$ cat src/rtl/gcd_lcm_coproc.sv
// gcd_lcm_coproc: multi-cycle GCD/LCM coprocessor for the single-cycle RISC-V datapath.
// GCD is computed by Euclidean subtraction, one step per cycle. LCM is (a*b)/gcd,
// using a 16-step restoring divider.
// Build option: define COP_LCM_EN to include the product register, the multiplier and
// the divider. Without it, an LCM command answers with the unsupported flag set.
module gcd_lcm_coproc (
  input  logic        clk,
  input  logic        reset,
  input  logic        Start,
  input  logic [31:0] CopData,
  output logic [31:0] copAns
);

  typedef enum logic [1:0] {IDLE, GCD, DIV, DONE} state_t;

  state_t      state, state_nxt;
  logic [7:0]  a_q, a_nxt;
  logic [7:0]  b_q, b_nxt;
  logic        op_q, op_nxt;
  logic [7:0]  result_q, result_nxt;
  logic        ovf_q, ovf_nxt;
  logic        unsup_q, unsup_nxt;
  logic [7:0]  gcd_val;

  // The high command bits carry no meaning for this unit.
  logic        unused_cmd_bits;
  assign unused_cmd_bits = ^CopData[31:17];

  // Once one working operand reaches zero, the other one is the GCD.
  assign gcd_val = a_q | b_q;

`ifdef COP_LCM_EN
  // p_q first holds the product a*b. In DIV it is the dividend/quotient shift
  // register: each cycle a dividend bit leaves at the top and a quotient bit
  // enters at the bottom. After 16 shifts it holds the quotient. The divisor
  // is gcd_val, because A and B do not change while in DIV.
  logic [15:0] p_q, p_nxt;
  logic [7:0]  rem_q, rem_nxt;
  logic [3:0]  cnt_q, cnt_nxt;
  logic [8:0]  rem_shift;
  logic [8:0]  rem_diff;
  logic        q_bit;
  logic [15:0] quo_shift;

  // One restoring-division step: shift the next dividend bit in, then try the subtraction.
  always_comb begin
    rem_shift = {rem_q, p_q[15]};
    rem_diff  = rem_shift - {1'b0, gcd_val};
    q_bit     = (rem_shift >= {1'b0, gcd_val});
    quo_shift = {p_q[14:0], q_bit};
  end
`endif

  // Next-state and datapath update logic. Every register holds its value by default.
  always_comb begin
    // NOTE: every variable gets a default before the case statement. Without
    // these defaults, a path that does not assign one would infer a latch.
    state_nxt  = state;
    a_nxt      = a_q;
    b_nxt      = b_q;
    op_nxt     = op_q;
    result_nxt = result_q;
    ovf_nxt    = ovf_q;
    unsup_nxt  = unsup_q;
`ifdef COP_LCM_EN
    p_nxt      = p_q;
    rem_nxt    = rem_q;
    cnt_nxt    = cnt_q;
`endif
    case (state)
      IDLE: begin
        if (Start) begin
          a_nxt     = CopData[7:0];
          b_nxt     = CopData[15:8];
          op_nxt    = CopData[16];
`ifdef COP_LCM_EN
          if (CopData[16]) p_nxt = {8'h00, CopData[7:0]} * {8'h00, CopData[15:8]};
`endif
          state_nxt = GCD;
        end
      end
      GCD: begin
        if (!Start) begin
          state_nxt = IDLE;
        end else if (a_q != 8'h00 && b_q != 8'h00) begin
          if (a_q >= b_q) a_nxt = a_q - b_q;
          else            b_nxt = b_q - a_q;
        end else if (!op_q) begin
          result_nxt = gcd_val;
          ovf_nxt    = 1'b0;
          unsup_nxt  = 1'b0;
          state_nxt  = DONE;
        end else begin
`ifdef COP_LCM_EN
          // A zero product means one operand was zero, so the LCM is 0 and the
          // divider is skipped. This also covers gcd == 0.
          if (p_q == 16'h0000) begin
            result_nxt = 8'h00;
            ovf_nxt    = 1'b0;
            unsup_nxt  = 1'b0;
            state_nxt  = DONE;
          end else begin
            rem_nxt   = 8'h00;
            cnt_nxt   = 4'd0;
            state_nxt = DIV;
          end
`else
          result_nxt = 8'h00;
          ovf_nxt    = 1'b0;
          unsup_nxt  = 1'b1;
          state_nxt  = DONE;
`endif
        end
      end
      DIV: begin
`ifdef COP_LCM_EN
        if (!Start) begin
          state_nxt = IDLE;
        end else begin
          rem_nxt = q_bit ? rem_diff[7:0] : rem_shift[7:0];
          p_nxt   = quo_shift;
          cnt_nxt = cnt_q + 4'd1;
          if (cnt_q == 4'd15) begin
            result_nxt = quo_shift[7:0];
            ovf_nxt    = |quo_shift[15:8];
            unsup_nxt  = 1'b0;
            state_nxt  = DONE;
          end
        end
`else
        state_nxt = IDLE;
`endif
      end
      DONE:    state_nxt = IDLE;
      default: state_nxt = IDLE;
    endcase
  end

  // State register with synchronous reset.
  always_ff @(posedge clk) begin
    // NOTE: sequential state uses non-blocking assignments only. All registers
    // then update together at the edge, however the statements are ordered.
    if (reset) state <= IDLE;
    else       state <= state_nxt;
  end

  // Working operands, result and flag registers, plus divider state.
  always_ff @(posedge clk) begin
    if (reset) begin
      a_q      <= 8'h00;
      b_q      <= 8'h00;
      op_q     <= 1'b0;
      result_q <= 8'h00;
      ovf_q    <= 1'b0;
      unsup_q  <= 1'b0;
`ifdef COP_LCM_EN
      p_q      <= 16'h0000;
      rem_q    <= 8'h00;
      cnt_q    <= 4'd0;
`endif
    end else begin
      a_q      <= a_nxt;
      b_q      <= b_nxt;
      op_q     <= op_nxt;
      result_q <= result_nxt;
      ovf_q    <= ovf_nxt;
      unsup_q  <= unsup_nxt;
`ifdef COP_LCM_EN
      p_q      <= p_nxt;
      rem_q    <= rem_nxt;
      cnt_q    <= cnt_nxt;
`endif
    end
  end

  // Response word. Done comes straight from the registered DONE state.
  assign copAns = {21'h0, unsup_q, ovf_q, (state == DONE), result_q};

endmodule

$ cat config.mk
export PLATFORM = sky130hd
export DESIGN_NAME = gcd_lcm_coproc
export DESIGN_NICKNAME = d
export VERILOG_FILES = /design/src/rtl/gcd_lcm_coproc.sv
export SDC_FILE = /design/constraint.sdc
export NUM_CORES = 1
export LEC_CHECK = 0
export CAP_MARGIN = 20
export CORE_MARGIN = 5
export CORE_UTILIZATION = 33
export CTS_CLUSTER_SIZE = 30
export DETAILED_ROUTE_END_ITERATION = 16
export GPL_ROUTABILITY_DRIVEN = 0
export GPL_TIMING_DRIVEN = 0
export SETUP_SLACK_MARGIN = 0.4
export SLEW_MARGIN = 20
export SYNTH_ARGS = -nofsm -noshare
export SYNTH_HDL_FRONTEND = slang
export SYNTH_SLANG_ARGS = --single-unit
$ cat constraint.sdc
create_clock -name clk -period 6.06 [get_ports clk]
set_clock_uncertainty 0.1 [all_clocks]
set_input_delay 1.515 -clock clk [delete_from_list [all_inputs] [get_ports clk]]
set_output_delay 1.515 -clock clk [all_outputs]
set_load 0.01 [all_outputs]
======== After elaboration in Yosys (flattened, before gate mapping) ========
Cells that the tools add are included.
storage, ports and cells
  bits in registers ....................... 28
  bits of input ports ..................... 35
  output and inout port bits .............. 32
  word-level logic and storage cells ...... 47
operators by class
  add/sub/neg operators ................... 2
  order comparisons ....................... 1
  equality and inequality tests ........... 9
  muxes and demuxes ....................... 16
  bitwise operators ....................... 2
  reductions and logical operators ........ 11
operators by type and width
  cell                  count
  $mux W8               9
  $pmux W8 S2           2
  $reduce_bool A8 Y1    2
  $sub A8 B8 Y8         2
  $ne A2 B2 Y1 const B  5
  $reduce_and A5 Y1     2
  $ge A8 B8 Y1          1
  $or A8 B8 Y8          1
  $mux W2               3
  $pmux W2 S3           1
  $eq A2 B2 Y1 const B  2
  $reduce_and A2 Y1     2
  $ne A3 B3 Y1 const B  1
  $reduce_and A3 Y1     1
  $eq A2 B1 Y1 const B  1
  $logic_not A2 Y1      1
  $reduce_bool A2 Y1    1
  $reduce_or A2 Y1      1
  $logic_and A1 B1 Y1   1
  $mux W1               1
  $not A1 Y1            1

======== Longest topological paths before layout ========
  depth in word-level cells ............... 5
  gate-level depth with buffers ........... 9
  depth with buffers taken out ............ 8

======== Worst setup path before layout ========
No wires, ideal clock.
  path type ............................... input -> register
  from .................................... input port Start
  to ...................................... register b_q[0]
  setup time .............................. 121 ps
  arrival ................................. 2507 ps
  path slack .............................. 3332 ps
  stages .................................. 4
  path through ............................ nand2b_1 or4_1 buf_6 mux2_4
between the ends
  word-level cells in the longest chain between the ends .. 2
ends and longest elaborated chain
  item                           RTL line  text
  start: declaration             9         input logic Start,
  $ne A2 B2 Y1 (no line)         --
  $reduce_and A5 Y1 (no line) *  --
  end signal: assignment         163       b_q <= b_nxt;
  end: declaration               18        logic [7:0] b_q, b_nxt;
Every way passes the cells marked *; elsewhere a longest branch is shown, timed or not.
A chain may end at the register's enable or synchronous reset.

======== Final worst setup path ========
  from .................................... input port Start
  to ...................................... register b_q[7]
Same word-level chain as after synthesis.

==> results.md <==
* Status: finished, final reports clean
* Total routed wirelength at about 6600 um
* Slew headroom at 59.8%
* Clock slew at reported path FFs at 100 ps
* Finished Cell Area at 3000 sq um
* Layout cell share with drive strength beyond 1 at 12.4%
* Register area share after synthesis at between 20% and 30%
* # fillers at 757
* Fraction of registers with async set or reset after synthesis at 0%
* Met1 usage at 20.6%
* Max IR drop VDD at 0.0919 mV
* Die X at 96.3 um
* Hold-fix buffers, CTS at 0
* Flop2flop setup slack at approximately 3200 ps
* Die Y-Extent at 96.3 um
* Global Route met2 Usage at 22.9%
* Vias in the first global route at 2074
* Post-CTS Resized at 0
* Period Utilization, post-route at 50.5%
* Num CTS Buffers at 3
* Post-synth cell types at 45
* Post-DP HPWL at 5190 um
* Total core area at 7250 sq um
* Row count at 31
* First-pass DRT Iterations at 4
* Critical path launch point: Start
* Clock root buffer master: clkbuf_8
* Number of enable flip-flop cells after synthesis at 0
* Max Slew Vio Count at 0
* Latest clock arrival within the worst-skew pair at 280 ps
* Most common flop cell mapped by yosys: dfxtp_1
* Lkg Pwr at about 1.3 nW
* Initial core utilization at 33.9%
* RSZ-0062 raised after global routing: false
* Worst setup SP type: input port
* Die ar. at 9280 sq um
* Routed wire per std cell at between 10 and 15 um
* Syn avg cell area at 7.91 sq um
* Routed Antenna Nets at 0
* Antenna violations before repair at 0
* First DRT Iteration DRCs at 124
* Worst reg2reg path depth at 9
* Worst-path maximum fanout at 10
* Design Power at 0.938 mW
* Setup Fix Bufs, Post-CTS at 0
* Cell count after synthesis at approximately 310
* Critical Path RT at a little over 6000 ps
* Largest net degree at the start of global routing at 16
* Synthesis Warnings at 0
* Final hold violation count at 0
* Pwr dens at roughly 310 nW/um^2
* Finish-stage setup viols at 0
* Placed inst area at 2940 sq um
* Slew @ Worst Pin at 603 ps
* Synth Cell Area at 2460 sq um
* CP arrival at 3170 ps
* Hold Startpoint: result_q[1]
* Max_cap viols at 0
* Critical path type: input port to register
* GR Util met3 at 1.95%
* CP peak stage delay at 590 ps
* Via count at 2232
* CTS tree: done
* I/O Buffers at 28
* R2r endpoint: b_q[0]
* Worst setup EP type: register
* Min-Delay Path Class: register to register
* NumNets Final at 425
* Total GRT Usage at 14.6%
* N_diodes at 0
* H-tree depth reported by CTS at 1
* Via/cell ratio at 4.82
* Worst hold path cell count at 2
* Crit path capture: b_q[7]
* Synthesized flop and latch total at 28
* IO Count at 67
* Residual DRC at 0
* GR Overflow Total at 0
* Clock tree buffer depth at 2
* CTS sink cnt at 28
* Grt peak-use layer: met2
* Setup TNS at 0 ps
* First-pass GRT wire length at 10400 um
* Highest clock rate at roughly 330 MHz
* Worst reg2reg path startpoint: a_q[0]
* Slowest cell on the critical path: or4b_2
* Post-layout min period at 3060 ps
* Layout area overhead at 21.9%
* CP cell instances: clkdlybuf4s50_1, nand2b_1, clkbuf_1, nor2_1, or4b_2, o21ai_0
[layout by cell type (no fill, tap or decap), types with 3 or more instances in the layout]
| master | n |
|---|---|
| clkdlybuf4s50_1 | 28 |
| ha_1 | 23 |
| o31ai_1 | 3 |
| clkbuf_8 | 4 |
| a211oi_1 | 5 |
| buf_6 | 3 |
| xnor2_1 | 6 |
| conb_1 | 22 |
| mux2i_1 | 21 |
| nor4_1 | 7 |
| nor2b_1 | 4 |
| o211ai_1 | 3 |
| nand2_1 | 24 |
| buf_4 | 23 |
| a21oi_1 | 9 |
| nor2_1 | 44 |
| o21ai_0 | 18 |
| nand3_1 | 5 |
| or4b_2 | 3 |
| nand2b_1 | 5 |
| clkbuf_1 | 11 |
| dfxtp_1 | 28 |
| mux2_4 | 3 |
| inv_1 | 23 |
| or4_1 | 6 |
[where the power goes]
| group | leakage (nW) | internal, mW | switching, mW | total, mW |
|---|---|---|---|---|
| combinational | 1.01 | 0.260 | 0.316 | 0.575 |
| clock | 0.0288 | 0.0584 | 0.0635 | 0.122 |
| sequential | 0.229 | 0.212 | 0.0289 | 0.241 |
[kinds of logic (layout without fill, tap and decap cells)]
family	after synthesis	after routing	synth area share, %
AND/OR/NAND/NOR	108	108	21.6
buffers and inverters	63	95	14.1
AO/OA/AOI/OAI	55	55	15.0
flip-flops	28	28	22.8
adder cells (fa/ha/maj)	25	25	13.3
multiplexers	25	25	10.8
XOR/XNOR	6	6	2.14
other	1	22	0.153
[critical path: cells and delay by family]
family / cells / cell delay (ps)
AO/OA/AOI/OAI: 1 / 170
AND/OR/NAND/NOR: 3 / 820
buffers and inverters: 2 / 670
[Yosys cell counts (3+ instances only)]
cell / count / area [sq um]
nor2_1: 44 / 165
nand2_1: 24 / 90.1
or4_1: 6 / 45.0
a211oi_1: 5 / 37.5
buf_6: 3 / 33.8
mux2_4: 3 / 45.0
or4b_2: 3 / 30.0
o211ai_1: 3 / 22.5
a21oi_1: 9 / 45.0
xnor2_1: 6 / 52.6
inv_1: 23 / 86.3
ha_1: 23 / 288
o21ai_0: 18 / 90.1
o31ai_1: 3 / 22.5
mux2i_1: 21 / 210
nor4_1: 7 / 43.8
nand3_1: 5 / 25.0
dfxtp_1: 28 / 561
buf_4: 23 / 173
nand2b_1: 5 / 31.3
nor2b_1: 4 / 25.0
clkbuf_1: 11 / 41.3
[layer usage]
| layer | vias up | part of all wire, % |
|---|---|---|
| li1 | 1129 | - |
| met1 | 1022 | 48 |
| met2 | 74 | 45 |
| met3 | 7 | 6.0 |
| met4 | 0 | 1.4 |
| met5 | - | 0 |
[how the worst min path moves through the flow]
stage / to / slack (ps)
3_3_place_gp: result_q[7] / 370
4_1_cts: result_q[1] / 410
6_report: result_q[1] / 400
3_5_place_dp: result_q[1] / 380
2_1_floorplan: unsup_q / 360
5_1_grt: result_q[1] / 420
[flip-flops by register name, indices dropped and copies added (netlist names)]
| name | cells |
|---|---|
| a_q | 8 |
| b_q | 8 |
| op_q | 1 |
| result_q | 8 |
| state | 2 |
| unsup_q | 1 |
[final cells by class]
type | count | area, sq um | share of cell area, %
sequential | 28 | 561 | 18.7
tap | 99 | 124 | 4.13
clock buffer | 4 | 55.1 | 1.84
buffer | 40 | 262 | 8.73
multi-input combinational | 241 | 1630 | 54.4
inverter | 23 | 86.3 | 2.88
timing repair buffer | 28 | 280 | 9.35
[through the flow]
stage | utilization [%] | hold WS (ps) | setup slack (ps) | instances
after floorplan | - | 362 | 3330 | 332
after global placement | 40.6 | 372 | 2670 | 459
after detailed placement | 40.6 | 380 | 2710 | 459
after CTS | 41.3 | 407 | 2990 | 463
after global routing | 41.3 | 424 | 2860 | 463
final | 41.3 | 401 | 3000 | 463
(Power assumes the default switching activity.)
==> RTL change 1: new RTL, config.mk and constraints unchanged <==
The 4 states of `state_t` get a one-hot encoding in 4 bits.
--- a/src/rtl/gcd_lcm_coproc.sv
+++ b/src/rtl/gcd_lcm_coproc.sv
@@ -12,5 +12,5 @@
 );
 
-  typedef enum logic [1:0] {IDLE, GCD, DIV, DONE} state_t;
+  typedef enum logic [3:0] {IDLE = 4'b0001, GCD = 4'b0010, DIV = 4'b0100, DONE = 4'b1000} state_t;
 
   state_t      state, state_nxt;
Behaviour: no difference found for any inputs over 4 cycles, from zero or initial values and one cycle with reset high; so few cycles prove little.
==> RTL change 1 against the original RTL <==
  * Fmax fell by 12%
  * Sequential cell count rose by 1
  * Cell count fell by 5.4%
  * Synthesized cell count fell by 8.7%
  * Core utilization rose by 1.2 points
  * Synthesized area fell by 6.5%
  * Wire length fell by 12%
  * Final area fell by 3.6%
  * Hold slack got worse by 7.6 ps
  * Worst setup slack got worse by 420 ps
  * Highest routed layer unchanged
Power is not compared: it rests on default switching activity, and its combinational part moved more than twofold at a synthesized area within 25%.
==> RTL change 1: results (changes against the original RTL) <==
outcome completed; vias per inst 4.56 (-5.5%); synth top area cells dfxtp_1 25%, ha_1 13%, buf_4 7.5%, mux2i_1 6.1%, nor2_1 5.9%; Metal-1 WL 2.72 mm (-14%); M1 GR Usage 0.184 (-0.0219); worst r2r src a_q[3]; RR Endpoint a_q[0]; placed insts 430 (-6.3%); share of the synthesized area in the top cell type 0.253 (+0.0246); metal2 WL 2.71 mm (-7.9%); largest net degree at the start of global routing 11 (-5); post-synthesis compound-gate area fraction 0.169 (+0.0192); met2 GRT Util 0.234 (+0.00463); Arr. time, crit path 3570 ps (+400 ps); fillers 708 (-6.5%); total wire length 5.81 mm (-12%); Synth Area in XOR/XNOR 0.0381 (+0.0167); DP Worst Slack 2420 ps (-288 ps); first-pass GRT wire length 9.67 mm (-7.0%); M3 GR Usage 0.0241 (+0.00459); vias in the first global route 1975 (-4.8%); Cell Count, Final, Fillers Out 438 (-5.4%); Placed Instance Area 0.00279 sq mm (-5.2%); average size of a mapped cell 8.09 sq um (+2.4%); dpl hpwl 4.58 mm (-12%); IO buf count 29 (+3.6%); crit path time final 3480 ps (+420 ps); Design Power 649 uW; met3 wire length 328 microns (-18%); mux contribution to synthesized area 0.0659 (-0.0425); 1st-iter DRT viols 141 (+14%)
## RTL change 1: cell types whose count changed after synthesis, moves of 6 or more
cell and delta:
mux2i_1 -7, nor3_1 +6, nor2_1 -8, o21ai_0 -10
## RTL change 1: how the worst max path moves through the flow
stage	from	end	slack, ps	cells after the start
floorplan	a_q[2]	a_q[7]	3250	8
global placement	Start	b_q[6]	2430	6
detailed placement	Start	b_q[0]	2420	6
CTS	Start	b_q[4]	2600	6
global route	Start	b_q[0]	2370	6
finish	Start	b_q[4]	2580	6
## RTL change 1: cell families after synthesis
group / Yosys count
muxes: 15
adders and majority gates: 25
AOI/OAI and AO/OA: 54
xor gates and xnor gates: 10
and+or+nand+nor: 88
DFF: 29
other: 1
buffers and inverters: 62
## RTL change 1: cell type report
cell class	count	area, sq um	area share
buffer	39	250	0.0866
timing repair buffer	29	290	0.100
tap	96	120	0.0416
clock buffer	7	96.3	0.0333
multi-input combinational	214	1460	0.505
sequential	29	581	0.201
clock inverter	1	5.00	0.00173
inverter	23	86.3	0.0299
==> RTL change 2: new RTL, config.mk and constraints unchanged <==
Without the edit above. Add a define of `COP_LCM_EN`.
--- a/src/rtl/gcd_lcm_coproc.sv
+++ b/src/rtl/gcd_lcm_coproc.sv
@@ -4,4 +4,6 @@
 // Build option: define COP_LCM_EN to include the product register, the multiplier and
 // the divider. Without it, an LCM command answers with the unsupported flag set.
+`define COP_LCM_EN
+
 module gcd_lcm_coproc (
   input  logic        clk,
Function: changed (a bounded check fails within 4 cycles, from zero or initial values and one cycle with reset high).
==> RTL change 2 against the original RTL <==
  * Combinational power increased by 120%
  * Clock power rose to 2.5 times the old value
  * Wire length grew 140%
  * Worst setup slack worse by 2400 ps
  * Register-to-register slack worse by 370 ps
  * Sequential cell count grew 28
  * First-iteration DRC count up 120%
  * Die area grew 130%
  * Final area up 130%
  * Total power grew 110%
  * Critical path depth is 11 higher
  * Synthesized area increased by 140%
  * Via count is 130% higher
  * Critical endpoint is now p_q[11]
==> RTL change 2: results (changes against the original RTL) <==
Commonest cells post-synth 78 x inv_1, 70 x nand2_1, 68 x ha_1, 57 x nor2_1, 56 x dfxtp_1; Clk pin slew, worst setup/hold paths 80 ps (-20 ps); Rel. slew slack 0.425 (-0.173); total wire length 15.7 mm (+140%); clk root buf clkbuf_16; Most flops, register p_q; DR vias 5142 (+130%); initial antenna violation count 0 (unchanged); R2R cell count 9 (unchanged); CP max FO 9 (-1); vias in the first global route 5064 (+140%); Pre-antenna DRT Iters 5 (+1); crit path max-delay cell type fa_1; fin. max-slew vios 0 (unchanged); Ant. Diodes 0 (unchanged); largest net degree at the start of global routing 20 (+4); share of layout cells above drive strength 1 0.0911 (-0.0325); Synth cell types 58 (+29%); All-Layer GR Usage 0.154 (+0.00760); Max VDD drop 0.171 mV (+86%); dpl hpwl 12.4 mm (+140%); synth top area cells dfxtp_1 19%, ha_1 14%, fa_1 13%, and2_1 5.5%, inv_1 4.9%; CTS max path bufs 2 (unchanged); max reg flops 16; asr flop ratio synth 0 (unchanged); worst-skew pair later-pin latency 310 ps (+30 ps); outcome completed; Leak 3.01 nW (+140%); drt drc 0 (unchanged); hold path depth 2 (unchanged); IO buf count 28 (unchanged); Arr. time, crit path 5600 ps (+2430 ps); delay-heaviest family, CP adder cells; Crit path largest cell delay 540 ps (-50 ps); cts bufs inserted 5 (+2); Yosys Warn Count 0 (unchanged); sequential-to-total area share from yosys stat 0.187 (-0.0411); H-tree Lvls 2 (+1); Final nets 931 (+120%); fillers 1896 (+150%); 1st-iter DRT viols 269 (+120%); type of the tightest min-delay check reg -> reg; first-pass GRT wire length 25.7 mm (+150%)
RTL change 2: cell count changes after synthesis, moves of 7 or more:
cell | before | now
dfxtp_1 | 28 | 56
nor3_1 | 1 | 10
nor2_1 | 44 | 57
o21a_1 | 0 | 7
clkbuf_1 | 11 | 19
o21ai_0 | 18 | 42
a311oi_1 | 0 | 10
fa_1 | 2 | 39
nand2_1 | 24 | 70
and2_1 | 2 | 53
inv_1 | 23 | 78
ha_1 | 23 | 68
a21oi_1 | 9 | 29
xnor2_1 | 6 | 18
RTL change 2: through the flow:
stage | setup WS, ps | instance area, sq um | cells | power, mW | hold slack (ps)
2_1_floorplan | 491 | 6080 | 752 | 1.38 | 332
3_3_place_gp | -886 | 6640 | 1009 | 1.64 | 358
3_5_place_dp | -874 | 6640 | 1009 | 1.65 | 365
4_1_cts | 403 | 6780 | 1018 | 1.98 | 375
5_1_grt | 340 | 6800 | 1019 | 2.21 | 397
6_report | 593 | 6800 | 1019 | 2.01 | 373
RTL change 2: area by class of cell:
| class | count | area [sq um] | area share |
|---|---|---|---|
| buffer | 47 | 274 | 0.0403 |
| clock buffer | 5 | 125 | 0.0184 |
| clock inverter | 3 | 25.0 | 0.00368 |
| inverter | 79 | 297 | 0.0436 |
| multi-input combinational | 570 | 4440 | 0.653 |
| sequential | 56 | 1120 | 0.165 |
| tap | 229 | 287 | 0.0421 |
| timing repair buffer | 30 | 228 | 0.0335 |
RTL change 2: power breakdown:
group          total, mW  switching, mW  internal (mW)
clock              0.308          0.151          0.157
combinational       1.27          0.707          0.562
sequential         0.438         0.0347          0.403
RTL change 2: worst paths after layout:
| kind | from | to | slack (ps) |
|---|---|---|---|
| hold reg to reg | ovf_q | ovf_q | 370 |
| setup reg to reg | a_q[1] | rem_q[0] | 2850 |
| setup / recovery | CopData[15] | p_q[11] | 590 |
| hold / removal | ovf_q | ovf_q | 370 |
RTL change 2: metal layers:
metal / track usage / routed length [microns] / part of all wire
met5: 0 / 0 / 0
met4: 0.0255 / 138 / 0.0088
met3: 0.0187 / 687 / 0.044
met2: 0.257 / 7380 / 0.47
met1: 0.217 / 7530 / 0.48
RTL change 2: kinds of logic after synthesis:
kind of cell | synth area share
other | 0.000625
multiplexers | 0.0405
adder cells (fa/ha/maj) | 0.272
AO/OA/AOI/OAI | 0.177
XOR/XNOR | 0.0307
AND/OR/NAND/NOR | 0.197
flip-flops | 0.187
buffers and inverters | 0.0951
RTL change 2: repair_timing:
action | in CTS | in global routing
pin swaps | 3 | 6
gates resized for setup | 62 | 17
hold buffers | 0 | 0
setup endpoints to repair | 8 | 6
setup buffers | 1 | 1
